<file path="src/rtl/seq_core_ctrl_if.sv">
// Data-bus handshake between the sequencing controller (master) and the
// memory system (slave): strobes, address and size out; data, ready and
// MMU fault back.
interface seq_core_ctrl_if #(
  parameter int unsigned ADDR_W = 32
);
  logic              bus_read;
  logic              bus_write;
  logic [ADDR_W-1:0] bus_addr;
  logic [1:0]        bus_memtype;
  logic [31:0]       bus_din;
  logic              bus_ready;
  logic              page_fault;

  modport master (
    output bus_read, bus_write, bus_addr, bus_memtype,
    input  bus_din, bus_ready, page_fault
  );

  modport slave (
    input  bus_read, bus_write, bus_addr, bus_memtype,
    output bus_din, bus_ready, page_fault
  );
endinterface

</file>
<file path="src/rtl/seq_core_ctrl.sv">
// Multi-cycle sequencing controller: PC, instruction register, phase FSM,
// data-bus handshake, precise traps (page fault / bus timeout), EPC/cause
// capture, eret return and double-fault halt.
// Optional performance counters are built when SEQ_CORE_PERF_CNT_EN is defined.
module seq_core_ctrl #(
  parameter int unsigned       ADDR_W      = 32,
  parameter logic [ADDR_W-1:0] RESET_PC    = '0,
  parameter logic [ADDR_W-1:0] TRAP_VECTOR = 32'h80,
  parameter int unsigned       TIMEOUT_CYC = 255
) (
  input  logic              clk,
  input  logic              res,
  input  logic              dec_read,
  input  logic              dec_write,
  input  logic              dec_wreg,
  input  logic              dec_eret,
  input  logic [1:0]        dec_memtype,
  input  logic [ADDR_W-1:0] next_pc,
  input  logic [ADDR_W-1:0] alu_addr,
  seq_core_ctrl_if.master   bus,
  output logic [31:0]       ins,
  output logic [ADDR_W-1:0] pc,
  output logic              reg_we,
  output logic              reg_src_mem,
  output logic [ADDR_W-1:0] epc,
  output logic [2:0]        cause,
  output logic              halted,
  output logic [31:0]       perf_cycles,
  output logic [31:0]       perf_retired
);

  typedef enum logic [2:0] {
    S_INIT, S_FETCH, S_EXEC, S_READMEM, S_WRITEMEM, S_WRITEBACK, S_TRAP, S_HALT
  } state_t;

  localparam logic [15:0] WAIT_LAST = 16'(TIMEOUT_CYC - 1);
  localparam logic [1:0]  MT_WORD   = 2'd2;

  state_t            state_q, state_d;
  logic [ADDR_W-1:0] pc_q, pc_d, epc_q, epc_d;
  logic [31:0]       ins_q, ins_d;
  logic [2:0]        cause_q, cause_d;
  logic              in_trap_q, in_trap_d;
  logic              halted_q, halted_d;
  logic [15:0]       wait_q, wait_d;
  logic              trap_req;
  logic [2:0]        trap_code;
  logic              bus_state;

  // State and architectural registers
  always_ff @(posedge clk or negedge res) begin
    if (!res) begin
      state_q   <= S_INIT;
      pc_q      <= RESET_PC;
      ins_q     <= '0;
      epc_q     <= '0;
      cause_q   <= '0;
      in_trap_q <= 1'b0;
      halted_q  <= 1'b0;
      wait_q    <= '0;
    end else begin
      state_q   <= state_d;
      pc_q      <= pc_d;
      ins_q     <= ins_d;
      epc_q     <= epc_d;
      cause_q   <= cause_d;
      in_trap_q <= in_trap_d;
      halted_q  <= halted_d;
      wait_q    <= wait_d;
    end
  end

  // Next state: phase sequencing, trap/double-fault resolution, wait counter
  always_comb begin
    state_d   = state_q;
    pc_d      = pc_q;
    ins_d     = ins_q;
    epc_d     = epc_q;
    cause_d   = cause_q;
    in_trap_d = in_trap_q;
    halted_d  = halted_q;
    trap_req  = 1'b0;
    trap_code = 3'd0;
    bus_state = (state_q == S_FETCH) || (state_q == S_READMEM) || (state_q == S_WRITEMEM);

    case (state_q)
      S_INIT: state_d = S_FETCH;
      S_FETCH: begin
        if (bus.page_fault) begin
          trap_req  = 1'b1;
          trap_code = 3'd1;
        end else if (bus.bus_ready) begin
          ins_d   = bus.bus_din;
          state_d = S_EXEC;
        end else if (wait_q == WAIT_LAST) begin
          trap_req  = 1'b1;
          trap_code = 3'd4;
        end
      end
      S_EXEC: begin
        if (dec_eret) begin
          pc_d      = epc_q;
          in_trap_d = 1'b0;
          state_d   = S_FETCH;
        end else if (dec_read) begin
          state_d = S_READMEM;
        end else if (dec_write) begin
          state_d = S_WRITEMEM;
        end else begin
          pc_d    = next_pc;
          state_d = S_FETCH;
        end
      end
      S_READMEM: begin
        if (bus.page_fault) begin
          trap_req  = 1'b1;
          trap_code = 3'd2;
        end else if (bus.bus_ready) begin
          state_d = S_WRITEBACK;
        end else if (wait_q == WAIT_LAST) begin
          trap_req  = 1'b1;
          trap_code = 3'd4;
        end
      end
      S_WRITEMEM: begin
        if (bus.page_fault) begin
          trap_req  = 1'b1;
          trap_code = 3'd3;
        end else if (bus.bus_ready) begin
          pc_d    = next_pc;
          state_d = S_FETCH;
        end else if (wait_q == WAIT_LAST) begin
          trap_req  = 1'b1;
          trap_code = 3'd4;
        end
      end
      S_WRITEBACK: begin
        pc_d    = next_pc;
        state_d = S_FETCH;
      end
      S_TRAP: begin
        pc_d    = TRAP_VECTOR;
        state_d = S_FETCH;
      end
      S_HALT:  state_d = S_HALT;
      default: state_d = S_INIT;
    endcase

    // A trap raised inside the handler halts and keeps the first EPC/cause.
    if (trap_req) begin
      if (in_trap_q) begin
        state_d  = S_HALT;
        halted_d = 1'b1;
      end else begin
        epc_d     = pc_q;
        cause_d   = trap_code;
        in_trap_d = 1'b1;
        state_d   = S_TRAP;
      end
    end

    // Staying in a bus state implies no ready, no fault and no timeout.
    wait_d = (bus_state && (state_d == state_q)) ? wait_q + 16'd1 : '0;
  end

  // Output decode of the current phase
  always_comb begin
    bus.bus_read    = 1'b0;
    bus.bus_write   = 1'b0;
    bus.bus_addr    = '0;
    bus.bus_memtype = 2'd0;
    reg_we          = 1'b0;
    reg_src_mem     = 1'b0;
    case (state_q)
      S_FETCH: begin
        bus.bus_read    = 1'b1;
        bus.bus_addr    = pc_q;
        bus.bus_memtype = MT_WORD;
      end
      S_EXEC: begin
        bus.bus_addr    = alu_addr;
        bus.bus_memtype = dec_memtype;
        reg_we          = dec_wreg & ~dec_read & ~dec_write & ~dec_eret;
      end
      S_READMEM: begin
        bus.bus_read    = 1'b1;
        bus.bus_addr    = alu_addr;
        bus.bus_memtype = dec_memtype;
      end
      S_WRITEMEM: begin
        bus.bus_write   = 1'b1;
        bus.bus_addr    = alu_addr;
        bus.bus_memtype = dec_memtype;
      end
      S_WRITEBACK: begin
        bus.bus_addr    = alu_addr;
        bus.bus_memtype = dec_memtype;
        reg_we          = dec_wreg;
        reg_src_mem     = 1'b1;
      end
      default: ;
    endcase
  end

  assign ins    = ins_q;
  assign pc     = pc_q;
  assign epc    = epc_q;
  assign cause  = cause_q;
  assign halted = halted_q;

`ifdef SEQ_CORE_PERF_CNT_EN
  logic [31:0] perf_cyc_q, perf_cyc_d, perf_ret_q, perf_ret_d;
  logic        retire;

  // Active-cycle and retired-instruction counts (traps do not retire)
  always_comb begin
    retire     = (state_d == S_FETCH) &&
                 ((state_q == S_EXEC) || (state_q == S_WRITEMEM) || (state_q == S_WRITEBACK));
    perf_cyc_d = (state_q != S_HALT) ? perf_cyc_q + 32'd1 : perf_cyc_q;
    perf_ret_d = retire ? perf_ret_q + 32'd1 : perf_ret_q;
  end

  // Performance counter registers
  always_ff @(posedge clk or negedge res) begin
    if (!res) begin
      perf_cyc_q <= '0;
      perf_ret_q <= '0;
    end else begin
      perf_cyc_q <= perf_cyc_d;
      perf_ret_q <= perf_ret_d;
    end
  end

  assign perf_cycles  = perf_cyc_q;
  assign perf_retired = perf_ret_q;
`else
  assign perf_cycles  = '0;
  assign perf_retired = '0;
`endif

endmodule
</file>
<file path="src/flat_wrapper.sv">
// flat-port wrapper written by rule: the top's interface ports become plain ports
module seq_core_ctrl_flat 
#(
  parameter int unsigned       ADDR_W      = 32,
  parameter logic [ADDR_W-1:0] RESET_PC    = '0,
  parameter logic [ADDR_W-1:0] TRAP_VECTOR = 32'h80,
  parameter int unsigned       TIMEOUT_CYC = 255
)
  (clk, res, dec_read, dec_write, dec_wreg, dec_eret, dec_memtype, next_pc, alu_addr, ins, pc, reg_we, reg_src_mem, epc, cause, halted, perf_cycles, perf_retired, bus_bus_read, bus_bus_write, bus_bus_addr, bus_bus_memtype, bus_bus_din, bus_bus_ready, bus_page_fault);
  seq_core_ctrl_if #(.ADDR_W(ADDR_W)) bus_i ();
  input  logic clk;
  input  logic res;
  input  logic dec_read;
  input  logic dec_write;
  input  logic dec_wreg;
  input  logic dec_eret;
  input  logic [1:0] dec_memtype;
  input  logic [ADDR_W-1:0] next_pc;
  input  logic [ADDR_W-1:0] alu_addr;
  output logic [31:0] ins;
  output logic [ADDR_W-1:0] pc;
  output logic reg_we;
  output logic reg_src_mem;
  output logic [ADDR_W-1:0] epc;
  output logic [2:0] cause;
  output logic halted;
  output logic [31:0] perf_cycles;
  output logic [31:0] perf_retired;
  output wire logic [$bits(bus_i.bus_read)-1:0] bus_bus_read;
  output wire logic [$bits(bus_i.bus_write)-1:0] bus_bus_write;
  output wire logic [$bits(bus_i.bus_addr)-1:0] bus_bus_addr;
  output wire logic [$bits(bus_i.bus_memtype)-1:0] bus_bus_memtype;
  input wire logic [$bits(bus_i.bus_din)-1:0] bus_bus_din;
  input wire logic [$bits(bus_i.bus_ready)-1:0] bus_bus_ready;
  input wire logic [$bits(bus_i.page_fault)-1:0] bus_page_fault;
  assign bus_bus_read = bus_i.bus_read;
  assign bus_bus_write = bus_i.bus_write;
  assign bus_bus_addr = bus_i.bus_addr;
  assign bus_bus_memtype = bus_i.bus_memtype;
  assign bus_i.bus_din = bus_bus_din;
  assign bus_i.bus_ready = bus_bus_ready;
  assign bus_i.page_fault = bus_page_fault;
  seq_core_ctrl #(.ADDR_W(ADDR_W), .RESET_PC(RESET_PC), .TRAP_VECTOR(TRAP_VECTOR), .TIMEOUT_CYC(TIMEOUT_CYC)) u_core (.clk(clk), .res(res), .dec_read(dec_read), .dec_write(dec_write), .dec_wreg(dec_wreg), .dec_eret(dec_eret), .dec_memtype(dec_memtype), .next_pc(next_pc), .alu_addr(alu_addr), .bus(bus_i), .ins(ins), .pc(pc), .reg_we(reg_we), .reg_src_mem(reg_src_mem), .epc(epc), .cause(cause), .halted(halted), .perf_cycles(perf_cycles), .perf_retired(perf_retired));
endmodule
</file>
<file path="config.mk">
export PLATFORM = sky130hd
export DESIGN_NAME = seq_core_ctrl_flat
export DESIGN_NICKNAME = d
export VERILOG_FILES = /design/src/rtl/seq_core_ctrl_if.sv /design/src/rtl/seq_core_ctrl.sv /design/src/flat_wrapper.sv
export SDC_FILE = /design/constraint.sdc
export NUM_CORES = 1
export LEC_CHECK = 0
export BUFFER_PORTS_ARGS = -buffer_cell sky130_fd_sc_hd__buf_2
export CELL_PAD_IN_SITES_DETAIL_PLACEMENT = 0
export CELL_PAD_IN_SITES_GLOBAL_PLACEMENT = 1
export CORE_AREA = 4 4 145 147
export DETAILED_ROUTE_END_ITERATION = 16
export DIE_AREA = 0 0 149 151
export PLACE_DENSITY = 0.76
export SLEW_MARGIN = 30
export SYNTH_ARGS = -nofsm -noshare
export SYNTH_HDL_FRONTEND = slang
export SYNTH_SLANG_ARGS = --single-unit
export TNS_END_PERCENT = 20
</file>
<file path="constraint.sdc">
create_clock -name clk -period 4.7 [get_ports clk]
set_clock_uncertainty 0.05 [all_clocks]
set_input_delay 0.235 -clock clk [delete_from_list [all_inputs] [get_ports clk]]
set_output_delay 0.235 -clock clk [all_outputs]
set_load 0.1 [all_outputs]
</file>
==> metrics.txt, run 1 <==
Resize count post-CTS=0; final instance area=0.00835 mm2; Period minus WS final=2960 ps; sequential share of the synthesized area=48.2%; I/O pin total=308; Worst-path clk slew=60 ps; First DRT Iteration DRCs=105; port bufs=243; Die H=151 um; Cell Count, Final, Fillers Out=1059; Final Net Count=886; DP HPWL=12.4 mm; first-pass GRT wire length=25.8 mm; clock buffer count from CTS=17; n_diodes=0; global route overflow=0; Root Driver=clkbuf_16; commonest non-fill, non-tap cell in the layout=buf_2; Post-Route WL=17.5 mm; Finished Core Util=41.9%; largest net degree at the start of global routing=49; DP Area=0.00747 mm2; Initial Utilization=31.3%; max_cap viols=0; die area=0.0225 mm2; reg2reg start=u_core.wait_q[0]; Cell Area, Synth=0.00622 mm2; Placed Instances=999; relative slew slack=37.1%; Max Freq=337 MHz; Post-Syn Instances=507; Crit Path Max Fanout=33; Routed Antenna Nets=0; share of cells above drive strength 1=48.9%; pins over their slew limit=0; crit path from=u_core.state_q[1]; DR vias=4875; worst setup path end=bus_bus_addr[16]; Worst Setup End Kind=output pin; filler cell count in the final layout=1925; most frequent cells in the layout=buf_2, dfrtp_1, mux2_2, a22o_1, conb_1; total core area=0.0199 mm2; clk_lat worst skew=410 ps; startpoint types=flip-flop; Arr. time, crit path=2680 ps; worst slew pin tran=944 ps; status=finished, final reports clean; RePlAce Congestion=0.764; vias in the first global route=4702; register bit total from synthesis=120; R2R cell count=7; multi-input combinational cell area=0.00281 mm2; period utilization=63.0%; Post-synth ARST share=100%; Fin Setup TNS=0 ps; Post-synth EDFFs=0; WL/cell=16.5 um; Sequential Area=0.00300 mm2; drt pass-1 iters=4; GRT Total Usage=14.7%; Avg Vias per Cell=4.60; final setup vio count=0; Residual DRC=0; predominant post-synthesis flop cell=dfrtp_1; R2R setup slack=1800 ps; clock buffer depth=2; Syn-to-layout area delta=34.1%; site row count=52; Sink Count=120; Avg Cell Area, Syn=12.3 um2; CTS tree=done; Fin. Hold Viols=0; WP data required=4410 ps; hold crit path type=in -> reg; RSZ-0062 raised after global routing=false; Yosys warnings=0; Worst Path Class, Setup=reg -> out; FF-to-FF End=u_core.epc[1]; initial antenna violation count=1; die width=149 um; H-tree depth=4; Yosys cell types=46
-- critical path, stage by stage, from the launching register on --
cell	delay, ps
dfrtp_1	600
inv_1	150
ha_1	350
inv_2	450
a22o_1	270
buf_2	430
-- metrics by stage --
step / hold WS (ps) / setup WS [ps]
6_report: 19.3 / 1740
5_1_grt: 5.73 / 1570
4_1_cts: 1.99 / 1690
3_5_place_dp: 246 / 1810
3_3_place_gp: 245 / 1780
2_1_floorplan: -111 / 600
-- per-layer routing --
metal,vias to the layer above,wire length (um),GRT usage [%]
met5,-,13,0
met3,15,1500,5.60
li1,2263,-,-
met2,195,8660,25.2
met1,2400,7140,17.7
met4,2,171,3.02
-- cell families after synthesis --
kind of cell               synth area share (%)
and+or+nand+nor                            6.87
adders and majority gates                 0.603
AOI/OAI and AO/OA                          12.9
muxes                                      19.0
DFF                                        48.2
other                                    0.0602
buffers and inverters                      10.6
xor gates and xnor gates                   1.69
-- worst min path at each step --
stage,start,to,slack [ps],cells past startpoint
5_1_grt,bus_bus_din[25],u_core.ins[25],6,2
3_3_place_gp,res,u_core.ins[28],240,1
6_report,bus_bus_din[25],u_core.ins[25],20,2
2_1_floorplan,res,u_core.cause[0],-110,0
3_5_place_dp,res,u_core.ins[24],250,1
4_1_cts,bus_bus_din[25],u_core.ins[25],2,2
-- cells in the mapped netlist (4+ instances only) --
cell	instances	area [um2]
mux2_2	67	754
mux2_4	27	405
buf_4	64	480
o21ai_0	8	40.0
nor2_1	22	82.6
and3_1	4	25.0
dfrtp_1	120	3000
xnor2_1	7	61.3
xor2_1	5	43.8
inv_1	10	37.5
a21oi_1	9	45.0
a22o_1	64	561
buf_2	7	35.0
nand3_1	9	45.0
nand4_1	5	31.3
nand2_1	5	18.8
clkbuf_1	17	63.8
nor3_1	4	20.0
buf_6	4	45.0
nand2b_1	5	31.3
-- layout make-up --
cell class                 count  area share (%)
multi-input combinational    348            33.7
clock inverter                13            1.77
clock buffer                  18            5.26
tap                          270            4.05
sequential                   120            36.0
inverter                      10           0.450
timing repair buffer         280            18.8
-- timing repair --
item	in CTS	in global routing
hold endpoints to repair	74	0
setup buffers	0	0
hold buffers	29	0
-- flip-flops by register name, indices dropped and copies added (netlist names) --
register	count
u_core.epc	32
u_core.ins	32
u_core.pc	32
u_core.wait_q	16
u_core.cause	3
u_core.state_q	3
u_core.halted	1
u_core.in_trap_q	1
Power of run 1 is not shown: default switching activity piles up to over one toggle a cycle in this logic, so the estimate is an artifact.
==> inputs of run 2 (changes only) <==
- PLACE_DENSITY: 0.76 -> 0.79
- clock period: 4.7 -> 2.7 ns (I/O delays scaled with it)
==> metrics.txt, run 2 (synthesis results as in run 1) <==
status=finished, final reports clean; final worst slack=273 ps (-1460 ps); Fin Setup TNS=0 ps (unchanged); Syn-to-layout area delta=44.1%; DR vias=4900 (+0.51%); Worst Path Class, Setup=reg -> out; crit-path max cell delay=630 ps (+30 ps); Crit Path Max Fanout=33 (unchanged); CTS tree=done; worst slack, placed=356 ps (-1450 ps); R2R cell count=7 (unchanged); hold crit path type=in -> reg; total core area=0.0199 mm2 (unchanged); site row count=52 (unchanged); Die H=151 um (unchanged); max_cap viols=0 (unchanged); pins over their slew limit=0 (unchanged); RePlAce Congestion=0.806 (+5.4%); post-CTS setup buffers=0 (unchanged); period utilization=89.9%; final setup vio count=0 (unchanged); share of cells above drive strength 1=48.9% (about the same); drt pass-1 iters=4 (unchanged); Arr. time, crit path=2240 ps (-440 ps); Hold Path Depth=3 (+1); Initial Utilization=31.3% (unchanged); DP HPWL=12.5 mm (+0.63%); GRT Total Usage=15.1% (+0.40 points); vias in the first global route=4918 (+4.6%); CP max stage cell=dfrtp_1; RSZ-0062 raised after global routing=false; Post-Route WL=17.4 mm (-0.64%); Residual DRC=0 (unchanged); crit path from=u_core.state_q[2]; Max Freq=412 MHz; Avg Vias per Cell=4.58 (-0.61%); relative slew slack=53.2% (+16 points); DP Area=0.00804 mm2 (+7.6%); most frequent cells in the layout=buf_2, dfrtp_1, mux2_2, a22o_1, conb_1; initial antenna violation count=2 (+1); clock buffer count from CTS=17 (unchanged); WP data required=2520 ps (-1890 ps); Worst-path clk slew=60 ps (about the same); commonest non-fill, non-tap cell in the layout=buf_2; Root Driver=clkbuf_16; first-pass GRT wire length=26.9 mm (+4.0%); FF-to-FF End=u_core.epc[13]; port bufs=243 (unchanged); crit-path cells=ha_1 -> inv_1 -> buf_4 -> a22o_1 -> buf_12; die width=149 um (unchanged); First DRT Iteration DRCs=116 (+10%); clk_lat worst skew=410 ps (about the same); reg2reg start=u_core.wait_q[0]; R2R setup slack=320 ps (-1480 ps); startpoint types=flip-flop; largest net degree at the start of global routing=50 (+2.0%); I/O pin total=308 (unchanged); Final Net Count=896 (+1.1%); worst slew pin tran=702 ps (-242 ps); H-tree depth=4 (unchanged); Sink Count=120 (unchanged); Fin. Hold Viols=0 (unchanged); global route overflow=0 (unchanged); worst setup path end=bus_bus_addr[10]; Period minus WS final=2430 ps; final instance area=0.00897 mm2 (+7.5%); Worst Setup End Kind=output pin; Hold WS=22.7 ps (+3.40 ps); WL/cell=16.2 um (-1.7%); clock buffer depth=2 (unchanged); die area=0.0225 mm2 (unchanged); Routed Antenna Nets=0 (unchanged)
## run 2: cell types whose count changed in the layout (fill, tap and decap cells not counted), moves of 2 or more
cell           previous run  this run
buf_12                    0        36
buf_2                   242       209
dlygate4sd3_1            29        36
clkinv_2                  1         3
## run 2: routing by layer
layer	GRT usage (%)	vias to the layer above	share of wire, %	routed length [um]
met2	24.3	207	48	8290
met4	4.90	2	1.5	254
met5	0	-	0.040	7
li1	-	2290	-	-
met1	19.2	2382	42	7350
met3	4.91	19	8.4	1460
## run 2: cell type report
class / instances / area [um2]
antenna: 1 / 2.50
clock buffer: 19 / 453
inverter: 10 / 37.5
sequential: 120 / 3000
fill: 1867 / 10900
tap: 270 / 338
clock inverter: 13 / 120
timing repair buffer: 290 / 2190
multi-input combinational: 348 / 2820
## run 2: worst min-delay path by stage
stage | startpoint | end | slack (ps)
finish | next_pc[12] | u_core.pc[12] | 20
global route | next_pc[13] | u_core.pc[13] | 10
CTS | next_pc[9] | u_core.pc[9] | 0.7
detailed placement | res | u_core.wait_q[2] | 180
global placement | res | u_core.wait_q[7] | 170
floorplan | res | u_core.cause[0] | -210
## run 2: critical path, delay by kind of cell (launching register included)
kind | cells | cell delay, ps
DFF | 1 | 630
adders and majority gates | 1 | 340
AOI/OAI and AO/OA | 1 | 270
buffers and inverters | 3 | 570
## run 2: repair_timing
item,4_1_cts,5_1_grt
gates resized for setup,0,1
hold buffers,35,1
endpoints found under the hold margin,81,1
endpoints found under the setup margin,0,32
## run 2: metrics by stage
| step | utilization (%) | instances |
|---|---|---|
| after floorplan | - | 570 |
| after global placement | 40.4 | 1002 |
| after detailed placement | 40.4 | 1002 |
| after CTS | 45.0 | 1069 |
| after global routing | 45.1 | 1071 |
| final | 45.1 | 1071 |
Power of run 2 is left out for the same reason.
==> inputs of run 3 (changes only) <==
- ABC_AREA: default -> 1
- CORE_AREA: 4 4 145 147 -> 4 4 152 154
- DIE_AREA: 0 0 149 151 -> 0 0 156 158
- PLACE_DENSITY: 0.79 -> 0.77
==> metrics.txt, run 3 <==
status=finished, final reports clean; most frequent cells after synthesis=nand2_1, dfrtp_1, inv_1; Arr. time, crit path=2270 ps (+30 ps); Worst-path clk slew=60 ps (about the same); most frequent cell after synthesis=nand2_1; Finished Core Util=40.7% (-4.3 points); DP Area=0.00756 mm2 (-5.9%); final instance area=0.00883 mm2 (-1.6%); most frequent cells in the layout=buf_2, nand2_1, dfrtp_1, inv_1, conb_1; Die H=158 um (+4.6%); pins over their slew limit=0 (unchanged); met2 wire len=9.76 mm (+18%); port bufs=243 (unchanged); post-CTS setup buffers=0 (unchanged); die area=0.0246 mm2 (+9.6%); Worst Setup End Kind=output pin; Yosys cell types=32 (-30%); Period minus WS final=2450 ps (+28.1 ps); Post-synth EDFFs=0 (unchanged); commonest non-fill, non-tap cell in the layout=buf_2; routed wl met3=1.15 mm (-21%); Crit Path Max Fanout=33 (unchanged); DP HPWL=14.3 mm (+14%); clock buffer depth=2 (unchanged); final setup vio count=0 (unchanged); site row count=54 (+3.8%); Avg Cell Area, Syn=8.35 um2 (-32%); drt pass-1 iters=5 (+1); top layer in use=met5; Routed Antenna Nets=0 (unchanged); Final Net Count=1158 (+29%); Syn-to-layout area delta=41.0%; Sequential Area=0.00300 mm2 (about the same); Cell Count, Final, Fillers Out=1342 (+25%); Post-Syn Instances=750 (+48%); Fin Setup TNS=0 ps (unchanged); WP data required=2520 ps (about the same); initial antenna violation count=1 (-1); Yosys warnings=0 (unchanged); total core area=0.0217 mm2 (+8.9%); Placed Instances=1247 (+24%); hold crit path type=in -> reg; largest net degree at the start of global routing=55 (+10%); Avg Vias per Cell=4.43 (-3.2%); RePlAce Congestion=0.807 (+0.12%); Fin. Hold Viols=0 (unchanged); n_diodes=0 (-1); relative slew slack=62.8% (+9.6 points); filler cell count in the final layout=2227 (+19%); H-tree depth=4 (unchanged); I/O pin total=308 (unchanged); largest cells by area after synthesis=dfrtp_1, nand2_1, buf_4; period utilization=90.9% (+1.0 points); clock buffer count from CTS=17 (unchanged); Met1 Routed Length=9.14 mm (+24%); Post-synth ARST share=100% (unchanged); Cell Area, Synth=0.00626 mm2 (+0.58%); global route overflow=0 (unchanged); Sink Count=120 (unchanged); Root Driver=clkbuf_16; vias in the first global route=5775 (+17%); Max Freq=407 MHz (-1.1%); Worst Path Class, Setup=reg -> out; RSZ-0062 raised after global routing=false; startpoint types=flip-flop; max_cap viols=0 (unchanged); GRT Total Usage=16.1% (+1.0 points); Synth top area share=48.0% (-0.28 points); share of cells above drive strength 1=30.0% (-19 points); worst slew pin tran=558 ps (-144 ps); multi-input combinational cell area=0.00251 mm2 (-11%); clk_lat worst skew=410 ps (about the same); CTS tree=done; WL/cell=15.3 um (-5.8%); first-pass GRT wire length=31.3 mm (+16%); predominant post-synthesis flop cell=dfrtp_1; sequential share of the synthesized area=48.0% (-0.28 points); register bit total from synthesis=120 (unchanged); area leader, netlist=dfrtp_1; First DRT Iteration DRCs=326 (+180%); Initial Utilization=28.9% (-2.4 points); Resize count post-CTS=0 (unchanged); hold_buf cts=63 (+80%); DR vias=5946 (+21%); Residual DRC=0 (unchanged); Post-Route WL=20.5 mm (+18%); die width=156 um (+4.7%)
==> run 3: changes by cell type after synthesis, moves of 10 or more <==
| cell | delta |
|---|---|
| nand3_1 | +38 |
| o21ai_0 | +18 |
| clkbuf_1 | +10 |
| o21ai_1 | +15 |
| o22ai_1 | +30 |
| nor3_2 | +12 |
| nand2_1 | +174 |
| a22oi_1 | +31 |
| a22o_1 | -64 |
| inv_1 | +79 |
| mux2_4 | -27 |
| a21oi_1 | +24 |
| mux2_2 | -66 |
==> run 3: final cells by class <==
| cell class | instances | share of cell area, % |
|---|---|---|
| clock buffers | 20 | 5.28 |
| clock inverters | 12 | 1.96 |
| inverters | 94 | 4.01 |
| multi-input cells | 497 | 28.4 |
| flip-flops and latches | 120 | 34.0 |
| well taps | 280 | 3.97 |
| repair buffers | 319 | 22.3 |
==> run 3: kinds of logic (layout without fill, tap and decap cells) <==
logic type | count (synthesis) | in the layout | synth area share, %
multiplexers | 1 | 1 | 0.180
buffers and inverters | 196 | 445 | 16.0
other | 1 | 64 | 0.0599
AO/OA/AOI/OAI | 137 | 137 | 12.8
flip-flops | 120 | 120 | 48.0
adder cells (fa/ha/maj) | 3 | 3 | 0.600
AND/OR/NAND/NOR | 281 | 281 | 20.8
XOR/XNOR | 11 | 11 | 1.54
==> run 3: path summary, 6_finish.rpt <==
| path | startpoint | endpoint | slack (ps) | cells past startpoint |
|---|---|---|---|---|
| max in group asynchronous | res | u_core.wait_q[15] | 1560 | 3 |
| worst max register to register | u_core.state_q[2] | u_core.pc[10] | 590 | 7 |
| worst min register to register | u_core.halted | u_core.halted | 420 | 2 |
| worst min-delay path | next_pc[2] | u_core.pc[2] | 10 | 3 |
| worst max-delay path | u_core.state_q[1] | bus_bus_addr[10] | 250 | 7 |
| min in group asynchronous | res | u_core.wait_q[7] | 210 | 2 |
==> run 3: worst max-delay path, cell delays in order, from the launching register on <==
cell and delay (ps):
dfrtp_1 460, inv_2 120, nand2_2 90, nor2_4 150, clkinv_2 100, buf_4 270, o22ai_1 180, buf_2 460
==> run 3: metal layers <==
layer	global-route usage (%)	vias to the layer above
met2	26.0	211
met1	21.4	2793
met4	5.29	2
li1	-	2909
met5	0	-
met3	3.66	31
==> run 3: through the flow <==
stage | setup WS (ps) | hold slack, ps
6_report | 245 | 10.7
5_1_grt | 129 | 12.3
4_1_cts | 198 | 2.52
3_5_place_dp | 601 | 115
3_3_place_gp | 610 | 108
2_1_floorplan | -545 | -211
Power of run 3 is left out for the same reason.
